<file path="src/rtl/hwgq_skewed_quantizer_pkg.sv">
// hwgq shared types and helpers: FSM state, tap geometry, saturation.
// Imported by the quantizer top and its per-channel slices.
package hwgq_pkg;

  typedef enum logic {
    IDLE = 1'b0,
    RUN  = 1'b1
  } state_t;

  function automatic int tap(int c, int lanes, int stride);
    return (c % lanes) * stride + c / lanes;
  endfunction

  function automatic int max_tap(int lanes, int rows, int stride);
    return (lanes - 1) * stride + rows - 1;
  endfunction

  function automatic longint saturate(longint v, logic signed_mode,
                                      int out_w);
    longint one;
    longint lo;
    longint hi;
    one = 1;
    if (signed_mode) begin
      hi = (one << (out_w - 1)) - 1;
      lo = -(one << (out_w - 1));
    end else begin
      hi = (one << out_w) - 1;
      lo = 0;
    end
    if (v < lo) return lo;
    if (v > hi) return hi;
    return v;
  endfunction

endpackage

</file>
<file path="src/rtl/hwgq_skewed_quantizer_if.sv">
// Frame handshake, config, serial data and quantized result bundle.
// master drives the frame, slave is the quantizer.
interface hwgq_skewed_quantizer_if #(
  parameter int NUM_CH  = 8,
  parameter int OUT_W   = 8,
  parameter int SHIFT_W = 5
);
  logic                    start;
  logic                    abort;
  logic [SHIFT_W-1:0]      q_shift;
  logic                    signed_mode;
  logic                    round_en;
  logic [NUM_CH-1:0]       data_in;
  logic                    busy;
  logic                    done;
  logic [NUM_CH-1:0]       out_valid;
  logic [OUT_W*NUM_CH-1:0] output_array;

  modport master (
    output start, abort, q_shift, signed_mode, round_en, data_in,
    input  busy, done, out_valid, output_array
  );

  modport slave (
    input  start, abort, q_shift, signed_mode, round_en, data_in,
    output busy, done, out_valid, output_array
  );
endinterface

</file>
<file path="src/rtl/hwgq_skewed_quantizer_channel.sv">
// One channel: LSB-first serial accumulator, bit counter,
// round/shift/saturate and the held output register.
module hwgq_channel
  import hwgq_pkg::*;
#(
  parameter int ACC_W   = 24,
  parameter int OUT_W   = 8,
  parameter int SHIFT_W = $clog2(ACC_W)
) (
  input  logic               clk,
  input  logic               reset,
  input  logic               clr,
  input  logic               tok,
  input  logic               din,
  input  logic [SHIFT_W-1:0] q_shift,
  input  logic               signed_mode,
  input  logic               round_en,
  output logic               valid,
  output logic [OUT_W-1:0]   q
);
  localparam int CW = $clog2(ACC_W + 1);

  // Only ACC_W-1 bits are stored; the last bit joins from din.
  logic [ACC_W-2:0]        acc;
  logic [ACC_W-1:0]        acc_n;
  logic [CW-1:0]           cnt;
  logic                    active;
  logic signed [ACC_W+1:0] rnd;
  logic signed [ACC_W+1:0] v;
  logic signed [ACC_W+1:0] sh;

  always_comb begin
    acc_n = {din, acc};
    rnd   = '0;
    if (round_en && q_shift != '0)
      rnd = (ACC_W+2)'(1) << (q_shift - 1'b1);
    v  = $signed({{2{acc_n[ACC_W-1]}}, acc_n}) + rnd;
    sh = v >>> q_shift;
  end

  always_ff @(posedge clk) begin
    if (reset) begin
      acc    <= '0;
      cnt    <= '0;
      active <= 1'b0;
      valid  <= 1'b0;
      q      <= '0;
    end else begin
      valid <= 1'b0;
      if (clr) begin
        active <= 1'b0;
        cnt    <= '0;
      end else if (tok) begin
        acc    <= acc_n[ACC_W-1:1];
        cnt    <= CW'(1);
        active <= 1'b1;
      end else if (active) begin
        acc <= acc_n[ACC_W-1:1];
        if (cnt == CW'(ACC_W - 1)) begin
          active <= 1'b0;
          valid  <= 1'b1;
          q      <= OUT_W'(saturate(longint'(sh), signed_mode, OUT_W));
        end else begin
          cnt <= cnt + 1'b1;
        end
      end
    end
  end
endmodule

</file>
<file path="src/rtl/hwgq_skewed_quantizer.sv">
// Skewed bit-serial activation quantizer array: frame FSM, token
// chain matching the PE drain diagonal, and NUM_CH channel slices.
module hwgq_skewed_quantizer
  import hwgq_pkg::*;
#(
  parameter int LANES       = 4,
  parameter int ROWS        = 2,
  parameter int SKEW_STRIDE = 8,
  parameter int ACC_W       = 24,
  parameter int OUT_W       = 8,
  parameter int SHIFT_W     = $clog2(ACC_W)
) (
  input logic                   clk,
  input logic                   reset,
  hwgq_skewed_quantizer_if.slave bus
);
  localparam int NUM_CH  = LANES * ROWS;
  localparam int MAX_TAP = max_tap(LANES, ROWS, SKEW_STRIDE);
  localparam int FRAME   = MAX_TAP + ACC_W;
  localparam int CW      = $clog2(FRAME + 1);

  if (ROWS > SKEW_STRIDE) begin : g_bad_geom
    $error("hwgq: ROWS must not exceed SKEW_STRIDE");
  end

  state_t                  state;
  state_t                  state_n;
  logic                    load;
  logic [MAX_TAP:0]        tok;
  logic [CW-1:0]           cyc;
  logic                    done_q;
  logic [SHIFT_W-1:0]      q_shift_r;
  logic                    sm_r;
  logic                    rnd_r;
  logic [NUM_CH-1:0]       vld;
  logic [OUT_W*NUM_CH-1:0] qarr;

  assign load = (state == IDLE) && bus.start && !bus.abort;

  always_comb begin
    state_n = state;
    unique case (state)
      IDLE:    if (load) state_n = RUN;
      RUN:     if (bus.abort || done_q) state_n = IDLE;
      default: state_n = IDLE;
    endcase
  end

  always_ff @(posedge clk) begin
    if (reset) begin
      state     <= IDLE;
      tok       <= '0;
      cyc       <= '0;
      done_q    <= 1'b0;
      q_shift_r <= '0;
      sm_r      <= 1'b0;
      rnd_r     <= 1'b0;
    end else begin
      state  <= state_n;
      done_q <= 1'b0;
      if (bus.abort) tok <= '0;
      else           tok <= (MAX_TAP+1)'({tok, load});
      if (load) begin
        cyc       <= '0;
        q_shift_r <= bus.q_shift;
        sm_r      <= bus.signed_mode;
        rnd_r     <= bus.round_en;
      end else if (state == RUN) begin
        cyc <= cyc + 1'b1;
      end
      // Lands in the same cycle as the last channel's out_valid.
      if (state == RUN && !bus.abort && cyc == CW'(FRAME - 1))
        done_q <= 1'b1;
    end
  end

  for (genvar c = 0; c < NUM_CH; c++) begin : g_ch
    localparam int TAP = tap(c, LANES, SKEW_STRIDE);
    hwgq_channel #(
      .ACC_W  (ACC_W),
      .OUT_W  (OUT_W),
      .SHIFT_W(SHIFT_W)
    ) u_ch (
      .clk        (clk),
      .reset      (reset),
      .clr        (bus.abort),
      .tok        (tok[TAP]),
      .din        (bus.data_in[c]),
      .q_shift    (q_shift_r),
      .signed_mode(sm_r),
      .round_en   (rnd_r),
      .valid      (vld[c]),
      .q          (qarr[OUT_W*c +: OUT_W])
    );
  end

  assign bus.busy         = (state == RUN);
  assign bus.done         = done_q;
  assign bus.out_valid    = vld;
  assign bus.output_array = qarr;
endmodule

</file>
<file path="src/flat_wrapper.sv">
// flat-port wrapper written by rule: the top's interface ports become plain ports
module hwgq_skewed_quantizer_flat import hwgq_pkg::*;
#(
  parameter int LANES       = 4,
  parameter int ROWS        = 2,
  parameter int SKEW_STRIDE = 8,
  parameter int ACC_W       = 24,
  parameter int OUT_W       = 8,
  parameter int SHIFT_W     = $clog2(ACC_W)
)
  (clk, reset, bus_start, bus_abort, bus_q_shift, bus_signed_mode, bus_round_en, bus_data_in, bus_busy, bus_done, bus_out_valid, bus_output_array);
  hwgq_skewed_quantizer_if #(.NUM_CH(8), .OUT_W(OUT_W), .SHIFT_W(SHIFT_W)) bus_i ();
  input logic clk;
  input logic reset;
  input wire logic [$bits(bus_i.start)-1:0] bus_start;
  input wire logic [$bits(bus_i.abort)-1:0] bus_abort;
  input wire logic [$bits(bus_i.q_shift)-1:0] bus_q_shift;
  input wire logic [$bits(bus_i.signed_mode)-1:0] bus_signed_mode;
  input wire logic [$bits(bus_i.round_en)-1:0] bus_round_en;
  input wire logic [$bits(bus_i.data_in)-1:0] bus_data_in;
  output wire logic [$bits(bus_i.busy)-1:0] bus_busy;
  output wire logic [$bits(bus_i.done)-1:0] bus_done;
  output wire logic [$bits(bus_i.out_valid)-1:0] bus_out_valid;
  output wire logic [$bits(bus_i.output_array)-1:0] bus_output_array;
  assign bus_i.start = bus_start;
  assign bus_i.abort = bus_abort;
  assign bus_i.q_shift = bus_q_shift;
  assign bus_i.signed_mode = bus_signed_mode;
  assign bus_i.round_en = bus_round_en;
  assign bus_i.data_in = bus_data_in;
  assign bus_busy = bus_i.busy;
  assign bus_done = bus_i.done;
  assign bus_out_valid = bus_i.out_valid;
  assign bus_output_array = bus_i.output_array;
  hwgq_skewed_quantizer #(.LANES(LANES), .ROWS(ROWS), .SKEW_STRIDE(SKEW_STRIDE), .ACC_W(ACC_W), .OUT_W(OUT_W), .SHIFT_W(SHIFT_W)) u_core (.clk(clk), .reset(reset), .bus(bus_i));
endmodule
</file>
<file path="config.mk">
export PLATFORM = sky130hd
export DESIGN_NAME = hwgq_skewed_quantizer_flat
export DESIGN_NICKNAME = d
export VERILOG_FILES = /design/src/rtl/hwgq_skewed_quantizer_pkg.sv /design/src/rtl/hwgq_skewed_quantizer_if.sv /design/src/rtl/hwgq_skewed_quantizer_channel.sv /design/src/rtl/hwgq_skewed_quantizer.sv /design/src/flat_wrapper.sv
export SDC_FILE = /design/constraint.sdc
export NUM_CORES = 2
export LEC_CHECK = 0
export ABC_AREA = 1
export BUFFER_PORTS_ARGS = -buffer_cell sky130_fd_sc_hd__clkbuf_2
export CAP_MARGIN = 20
export CORE_ASPECT_RATIO = 0.8
export CORE_MARGIN = 5
export CORE_UTILIZATION = 30
export CTS_CLUSTER_DIAMETER = 60
export DETAILED_ROUTE_END_ITERATION = 8
export GPL_ROUTABILITY_DRIVEN = 0
export PLACE_DENSITY = 0.55
export SLEW_MARGIN = 25
export SYNTH_ARGS = -nofsm -noshare
export SYNTH_HDL_FRONTEND = slang
export SYNTH_SLANG_ARGS = --single-unit
</file>
<file path="constraint.sdc">
create_clock -name clk -period 20.2 [get_ports clk]
set_input_delay 4.04 -clock clk [delete_from_list [all_inputs] [get_ports clk]]
set_output_delay 4.04 -clock clk [all_outputs]
set_load 0.005 [all_outputs]
</file>
# [Word-level counts from Yosys, hierarchy flattened]
# Index checks and enable logic that the tools add are counted.
# W data, S select, Z words.
[totals] reg_bits=345 input_bits=19 output_inout_bits=74 word_cells=502
[op_classes] addsub=18 order_cmp=16 eq_ne=17 shifts=9 muxes=295 bitwise=26 n_reduce_logical=66
[op_table] operator="$mux W64" n=81
[op_table] operator="$gt A26 B64 Y1" n=8
[op_table] operator="$lt A26 B64 Y1" n=8
[op_table] operator="$mux W23" n=16
[op_table] operator="$mux W8" n=33
[op_table] operator="$add A24 B26 Y26" n=8
[op_table] operator="$sshr A26 B5 Y26" n=8
[op_table] operator="$mux W1" n=163
[op_table] operator="$reduce_and A2 Y1" n=24
[op_table] operator="$add A5 B1 Y5 const B" n=8
[op_table] operator="$eq A5 B5 Y1 const B" n=8
[op_table] operator="$reduce_and A4 Y1" n=8
[op_table] operator="$reduce_or A4 Y1" n=8
[op_table] operator="$mux W26" n=1
[op_table] operator="$not A1 Y1" n=26
[op_table] operator="$shl A1 B5 Y26 const A" n=1
[op_table] operator="$reduce_or A3 Y1" n=8
[op_table] operator="$ne A2 B1 Y1 const B" n=8
[op_table] operator="$reduce_bool A2 Y1" n=8
[op_table] operator="$add A6 B1 Y6 const B" n=1
[op_table] operator="$eq A6 B6 Y1 const B" n=1
[op_table] operator="$logic_and A1 B1 Y1" n=5
[op_table] operator="$reduce_bool A5 Y1" n=1
[op_table] operator="$sub A5 B1 Y5 const B" n=1
[op_table] operator="4 further kinds" n=5

# [Logic depth before layout (Yosys ltp)]
[logic_depth] depth_word=21 ltp_mapped=48

# [Cells and area by module]
# A second synthesis with hierarchy kept.
[unflattened] hier_cells=8900 area_unflattened_um2=47855.9
[modules_own_cells] mod="hwgq_channel at u_core.g_ch[2].u_ch ..." n_inst=5 cells_per_inst=1087 area_each_um2=5801.8 seq_area_each_um2=760.7
[modules_own_cells] mod="hwgq_channel at u_core.g_ch[0].u_ch ..." n_inst=2 cells_per_inst=1105 area_each_um2=5858.1 seq_area_each_um2=760.7
[modules_own_cells] mod="hwgq_channel at u_core.g_ch[7].u_ch" n_inst=1 cells_per_inst=1091 area_each_um2=5713.0 seq_area_each_um2=760.7
[modules_own_cells] mod="hwgq_skewed_quantizer" n_inst=1 cells_per_inst=164 area_each_um2=1417.6 seq_area_each_um2=820.8

# [Worst setup path after synthesis]
# Ideal clock, no wire load.
[synth_path] path_type="in2reg" startpoint="in bus_data_in[1]" endpoint="reg u_core.g_ch[1].u_ch.q[0]" setup_ns=0.070 arrival_ns=8.148 path_slack_ns=11.981 path_stages=32 n_path_buf=1 cell_sequence="ha_1 inv_1 nor3_1 nand2_1 nor3_1 nand2_1 nand2_1 nand2_1 nand2_2 inv_2 nor2_4 inv_2 buf_2 nand2_1 inv_1 nand2_1 inv_1 ha_1 a21oi_1 a21boi_0 o21a_1 o21a_1 o21a_1 o21a_1 o21a_1 o2111ai_1 nand2_1 xnor2_1 inv_1 nor3_1 nand2_1 a21oi_1"
[synth_between] elab_chain_len=12
[synth_lines] item="start, declared" line_no="flat_wrapper.sv:20" source="input wire logic [$bits(bus_i.data_in)-1:0] bus_data_in;"
[synth_lines] item="$add A24 B26 Y26 (*)" line_no="hwgq_skewed_quantizer_channel.sv:37" source="v = $signed({{2{acc_n[ACC_W-1]}}, acc_n}) + rnd;"
[synth_lines] item="$sshr A26 B5 Y26 (*)" line_no="hwgq_skewed_quantizer_channel.sv:38" source="sh = v >>> q_shift;"
[synth_lines] item="$gt A26 B64 Y1" line_no="hwgq_skewed_quantizer_pkg.sv:32" source="if (v > hi) return hi;"
[synth_lines] item="$mux W1 (2 in series)" line_no="hwgq_skewed_quantizer_pkg.sv:32"
[synth_lines] item="$mux W1" line_no="hwgq_skewed_quantizer_channel.sv:59" source="if (cnt == CW'(ACC_W - 1)) begin"
[synth_lines] item="$mux W1" line_no="hwgq_skewed_quantizer_channel.sv:57" source="end else if (active) begin"
[synth_lines] item="$mux W1" line_no="hwgq_skewed_quantizer_channel.sv:53" source="end else if (tok) begin"
[synth_lines] item="$mux W1" line_no="hwgq_skewed_quantizer_channel.sv:50" source="if (clr) begin"
[synth_lines] item="$mux W1" line_no="hwgq_skewed_quantizer_channel.sv:42" source="if (reset) begin"
[synth_lines] item="$mux W8" line_no="hwgq_skewed_quantizer_pkg.sv:33" source="return v;"
[synth_lines] item="$mux W8 (*)" line_no="hwgq_skewed_quantizer_pkg.sv:32"
[synth_lines] item="end signal, assigned" line_no="hwgq_skewed_quantizer_channel.sv:62" source="q <= OUT_W'(saturate(longint'(sh), signed_mode, OUT_W));"
[synth_lines] item="end, declared" line_no="hwgq_skewed_quantizer_channel.sv:19" source="output logic [OUT_W-1:0] q"
# Every way passes the cells marked *; elsewhere a longest branch is shown, timed or not. The select of a mux whose other input is x is not followed.
# A chain may end at the register's enable or synchronous reset.

# [Worst setup path in the final report]
[layout_path] startpoint="in bus_data_in[1]" endpoint="reg u_core.g_ch[1].u_ch.q[5]"
# Same word-level chain as after synthesis.

==> run_results.csv <==
group,metric,value,unit
sta,setup_violations,0,
critical_path,crit_slowest_cell,"sky130_fd_sc_hd__nor3_1",
critical_path,worst-r2r-setup-slack,11.58,ns
sta,highest_clock_rate,114,MHz
routing,ant_nets,0,
synthesis,synth_edf_count,0,
grt,grt-ovfl-total,0,
floorplanning,ioPinCount,93,
layout,drive_above_1_share,5.86,%
synthesis,synth_ff_type,"sky130_fd_sc_hd__dfxtp_1",
pwr,power_density,45.8,mW/mm2
hold_path,min_to,"u_core.tok[5]",
sta,final-hold-violation-count,0,
layout,nFillCells,16100,
clock_network,htreeDepth,2,
critical_path,critPathRequiredTime,20.75,ns
placed_design,io_buffer_count,92,
pwr,peak_vdd_ir,0.0617,mV
clock_network,hold_buffers,0,
grt,first_global_vias,46800,
synthesis,post_synth.cell_area_avg,5.49,um2
clock_network,cts_buffers,47,
pwr,lkg_pwr,0.0242,uW
layout,postLayoutCellArea,0.0466,mm2
clock_network,worst_setup_hold_path_clk_slew,0.06,ns
synthesis,yosys_warnings,0,
synthesis,mappedNetlistArea,0.0426,mm2
synthesis,synth_register_bits,345,
pwr,fin_total_pwr,2140,uW
critical_path,crit-reg2reg-launch,"u_core.q_shift_r[0]",
critical_path,reg2reg_depth,43,
layout,area.growth.synth_to_final,9.34,%
sta,timing.final.crit_share,43.3,%
sta,fin_skew,0.0524,ns
grt,number_of_antenna_violations_at_the_first_check_in_global_routing,4,
routing,vias,51200,
floorplanning,rows,123,
critical_path,reg2reg_to,"u_core.g_ch[6].u_ch.q[5]",
sta,finalCriticalPeriod,8.76,ns
clock_network,cts.sink_count,345,
routing,post_drt_via_cell_ratio,5.33,
layout,design.final.nets,7995,
hold_path,timing.hold.worst_path_depth,2,
critical_path,timing.critical_path.slowest_cell_delay,0.55,ns
layout,layout_commonest_cell,"sky130_fd_sc_hd__nand2_1",
grt,largest_net_degree_at_the_start_of_global_routing,160,
sta,timing.slew.headroom,28.6,%
routing,drcViolationCount,0,
grt,grt_pass1_wl,270,mm
placed_design,place_area,0.0450,mm2
sta,worst_slew_pin_slew,1.06,ns
critical_path,crit_path_max_fanout,7,
clock_network,cts_buffer_depth,3,
floorplanning,die_w,431,um
clock_network,worstSkewPairLatency,0.66,ns
placed_design,place_hpwl,135,mm
routing,drt_wl_total,175,mm
critical_path,critical_path.most_common_cell,"sky130_fd_sc_hd__nand2_1",
grt,global_route.usage.total,22.6,%
placed_design,placement.setup.worst_slack,10.90,ns
floorplanning,design.die.area,0.150,mm2
clock_network,tritoncts,"built",
floorplanning,die_height,347,um
floorplanning,start_util,30.2,%
routing,detailedRoute.firstPassIterationCount,8,
routing,wire_per_inst,18.2,um
hold_path,timing.hold.worst.start,"u_core.tok[4]",
critical_path,worst_ep_arrival_time,9.30,ns
synthesis,synth_seq_area_share,16.2,%
outcome,status,"finished clean",
sta,setup_slack,11.44,ns
layout,layout_common_cells,"2319 x sky130_fd_sc_hd__nand2_1, 1465 x sky130_fd_sc_hd__nand3_1, 838 x sky130_fd_sc_hd__inv_1",
critical_path,worstSetupPathType,"in -> reg",
routing,detailedRoute.firstIterationViolations,5580,
critical_path,kind_of_start_point_of_the_critical_path,"input pin",
synthesis,postSynthNetCount,8079,
synthesis,ys_types,62,
job,cap_viol_max_count,0,
synthesis,gate_count_post_synth,7762,
synthesis,ys_async_sr_fraction,0,%
critical_path,cp-end-kind,"register",
hold_path,hold_class,"reg -> reg",
sta,slew_violations,0,
sta,rsz_0062_raised_after_global_routing,"false",
clock_network,post_cts.resized_instances,0,
critical_path,crit_buf_inv,4,
clock_network,cts_setup_buffers,0,
sta,fin_tns_setup,0,ns
critical_path,crit_family,"simple AND/OR/NAND/NOR gates",
floorplanning,core-area,0.141,mm2
clock_network,root_buffer,"sky130_fd_sc_hd__clkbuf_16",
routing by layer:
| layer | vias to the layer above | track usage [%] | routed length [um] |
|---|---|---|---|
| li1 | 25500 | - | - |
| met1 | 23300 | 31.9 | 81700 |
| met2 | 2066 | 34.3 | 71300 |
| met3 | 279 | 4.14 | 15100 |
| met4 | 2 | 7.76 | 6690 |
| met5 | - | 0.347 | 57 |
cell usage after synthesis (7+ instances only):
cell type / count / area (um2)
sky130_fd_sc_hd__a21oi_1: 483 / 2420
sky130_fd_sc_hd__o21a_1: 25 / 188
sky130_fd_sc_hd__a211oi_1: 10 / 75.1
sky130_fd_sc_hd__inv_1: 841 / 3160
sky130_fd_sc_hd__o21bai_1: 36 / 270
sky130_fd_sc_hd__a21boi_0: 8 / 60.1
sky130_fd_sc_hd__nand3_1: 1465 / 7330
sky130_fd_sc_hd__nor2_1: 593 / 2230
sky130_fd_sc_hd__buf_1: 91 / 342
sky130_fd_sc_hd__o21ai_1: 67 / 335
sky130_fd_sc_hd__dfxtp_1: 345 / 6910
sky130_fd_sc_hd__a221oi_1: 8 / 70.1
sky130_fd_sc_hd__ha_1: 290 / 3630
sky130_fd_sc_hd__a31oi_1: 7 / 43.8
sky130_fd_sc_hd__o21ai_0: 370 / 1850
sky130_fd_sc_hd__clkinv_1: 12 / 45.0
sky130_fd_sc_hd__buf_4: 16 / 120
sky130_fd_sc_hd__nor4_1: 8 / 50.1
sky130_fd_sc_hd__nor3_1: 77 / 385
sky130_fd_sc_hd__nor2_2: 24 / 150
sky130_fd_sc_hd__xnor2_1: 15 / 131
sky130_fd_sc_hd__nand3b_1: 19 / 143
sky130_fd_sc_hd__xor2_1: 64 / 561
sky130_fd_sc_hd__clkbuf_1: 160 / 601
sky130_fd_sc_hd__and2_1: 8 / 50.1
sky130_fd_sc_hd__buf_2: 28 / 140
sky130_fd_sc_hd__a21o_1: 8 / 60.1
sky130_fd_sc_hd__o221ai_1: 11 / 96.3
sky130_fd_sc_hd__nand2_2: 35 / 219
sky130_fd_sc_hd__o2111ai_1: 8 / 70.1
sky130_fd_sc_hd__o211ai_1: 15 / 113
sky130_fd_sc_hd__fa_1: 8 / 160
sky130_fd_sc_hd__nand2_1: 2319 / 8700
sky130_fd_sc_hd__nor2_4: 20 / 225
sky130_fd_sc_hd__or2_2: 10 / 62.6
sky130_fd_sc_hd__nand4_1: 119 / 744
sky130_fd_sc_hd__inv_2: 67 / 251
worst min-delay path: stages (launching register included):
cell and delay, ns:
sky130_fd_sc_hd__dfxtp_1 0.29, sky130_fd_sc_hd__inv_1 0.04, sky130_fd_sc_hd__nor2_1 0.03
cell families (layout without fill, tap and decap cells):
kind of cell,Yosys count,in the layout,share of synthesized area (%)
compound gates,1089,1089,13.9
buf+inv,1221,1173,11.1
simple gates,4725,4725,48.2
other cells,0,4,0
flops,345,345,16.2
xor+xnor,79,79,1.62
mux,5,5,0.117
fa+ha+maj,298,298,8.89
flip-flops by register name, summed over array words and instances (netlist names):
signal / count
u_core.q_shift_r: 5
u_core.bus.done: 1
u_core.bus.busy: 1
u_core.g_ch.u_ch.acc: 184
u_core.cyc: 6
u_core.g_ch.u_ch.cnt: 40
u_core.sm_r: 1
u_core.rnd_r: 1
u_core.tok: 26
u_core.g_ch.u_ch.q: 64
u_core.g_ch.u_ch.active: 8
u_core.g_ch.u_ch.valid: 8
report_power, final:
group	switching, uW	total, uW	internal, uW
registers	7.70	692	684
clock network	380	864	484
logic	394	579	185
through the flow:
step,util (%),hold WS (ns),std cells
3_5_place_dp,31.9,0.398,9503
4_1_cts,33.0,0.404,9588
6_report,33.1,0.404,9593
5_1_grt,33.1,0.420,9589
3_3_place_gp,31.9,0.397,9503
2_1_floorplan,-,0.394,7762
final cells by class:
class / count / area, um2 / area share (%)
diodes: 4 / 10.0 / 0.0215
multi-input cells: 6196 / 31200 / 66.9
clock inverters: 29 / 317 / 0.679
flip-flops and latches: 345 / 6920 / 14.8
repair buffers: 168 / 1110 / 2.39
well taps: 1875 / 2350 / 5.03
inverters: 920 / 3480 / 7.47
clock buffers: 56 / 1260 / 2.71
worst max-delay path by stage:
stage,from,end,cells after the start
global route,bus_data_in[6],u_core.g_ch[6].u_ch.q[0],36
global placement,bus_data_in[6],u_core.g_ch[6].u_ch.q[5],36
CTS,bus_data_in[6],u_core.g_ch[6].u_ch.q[5],36
finish,bus_data_in[1],u_core.g_ch[1].u_ch.q[5],34
floorplan,bus_data_in[1],u_core.g_ch[1].u_ch.q[0],32
detailed placement,bus_data_in[6],u_core.g_ch[6].u_ch.q[5],36
Note: power is estimated with default switching activity, not from simulation.
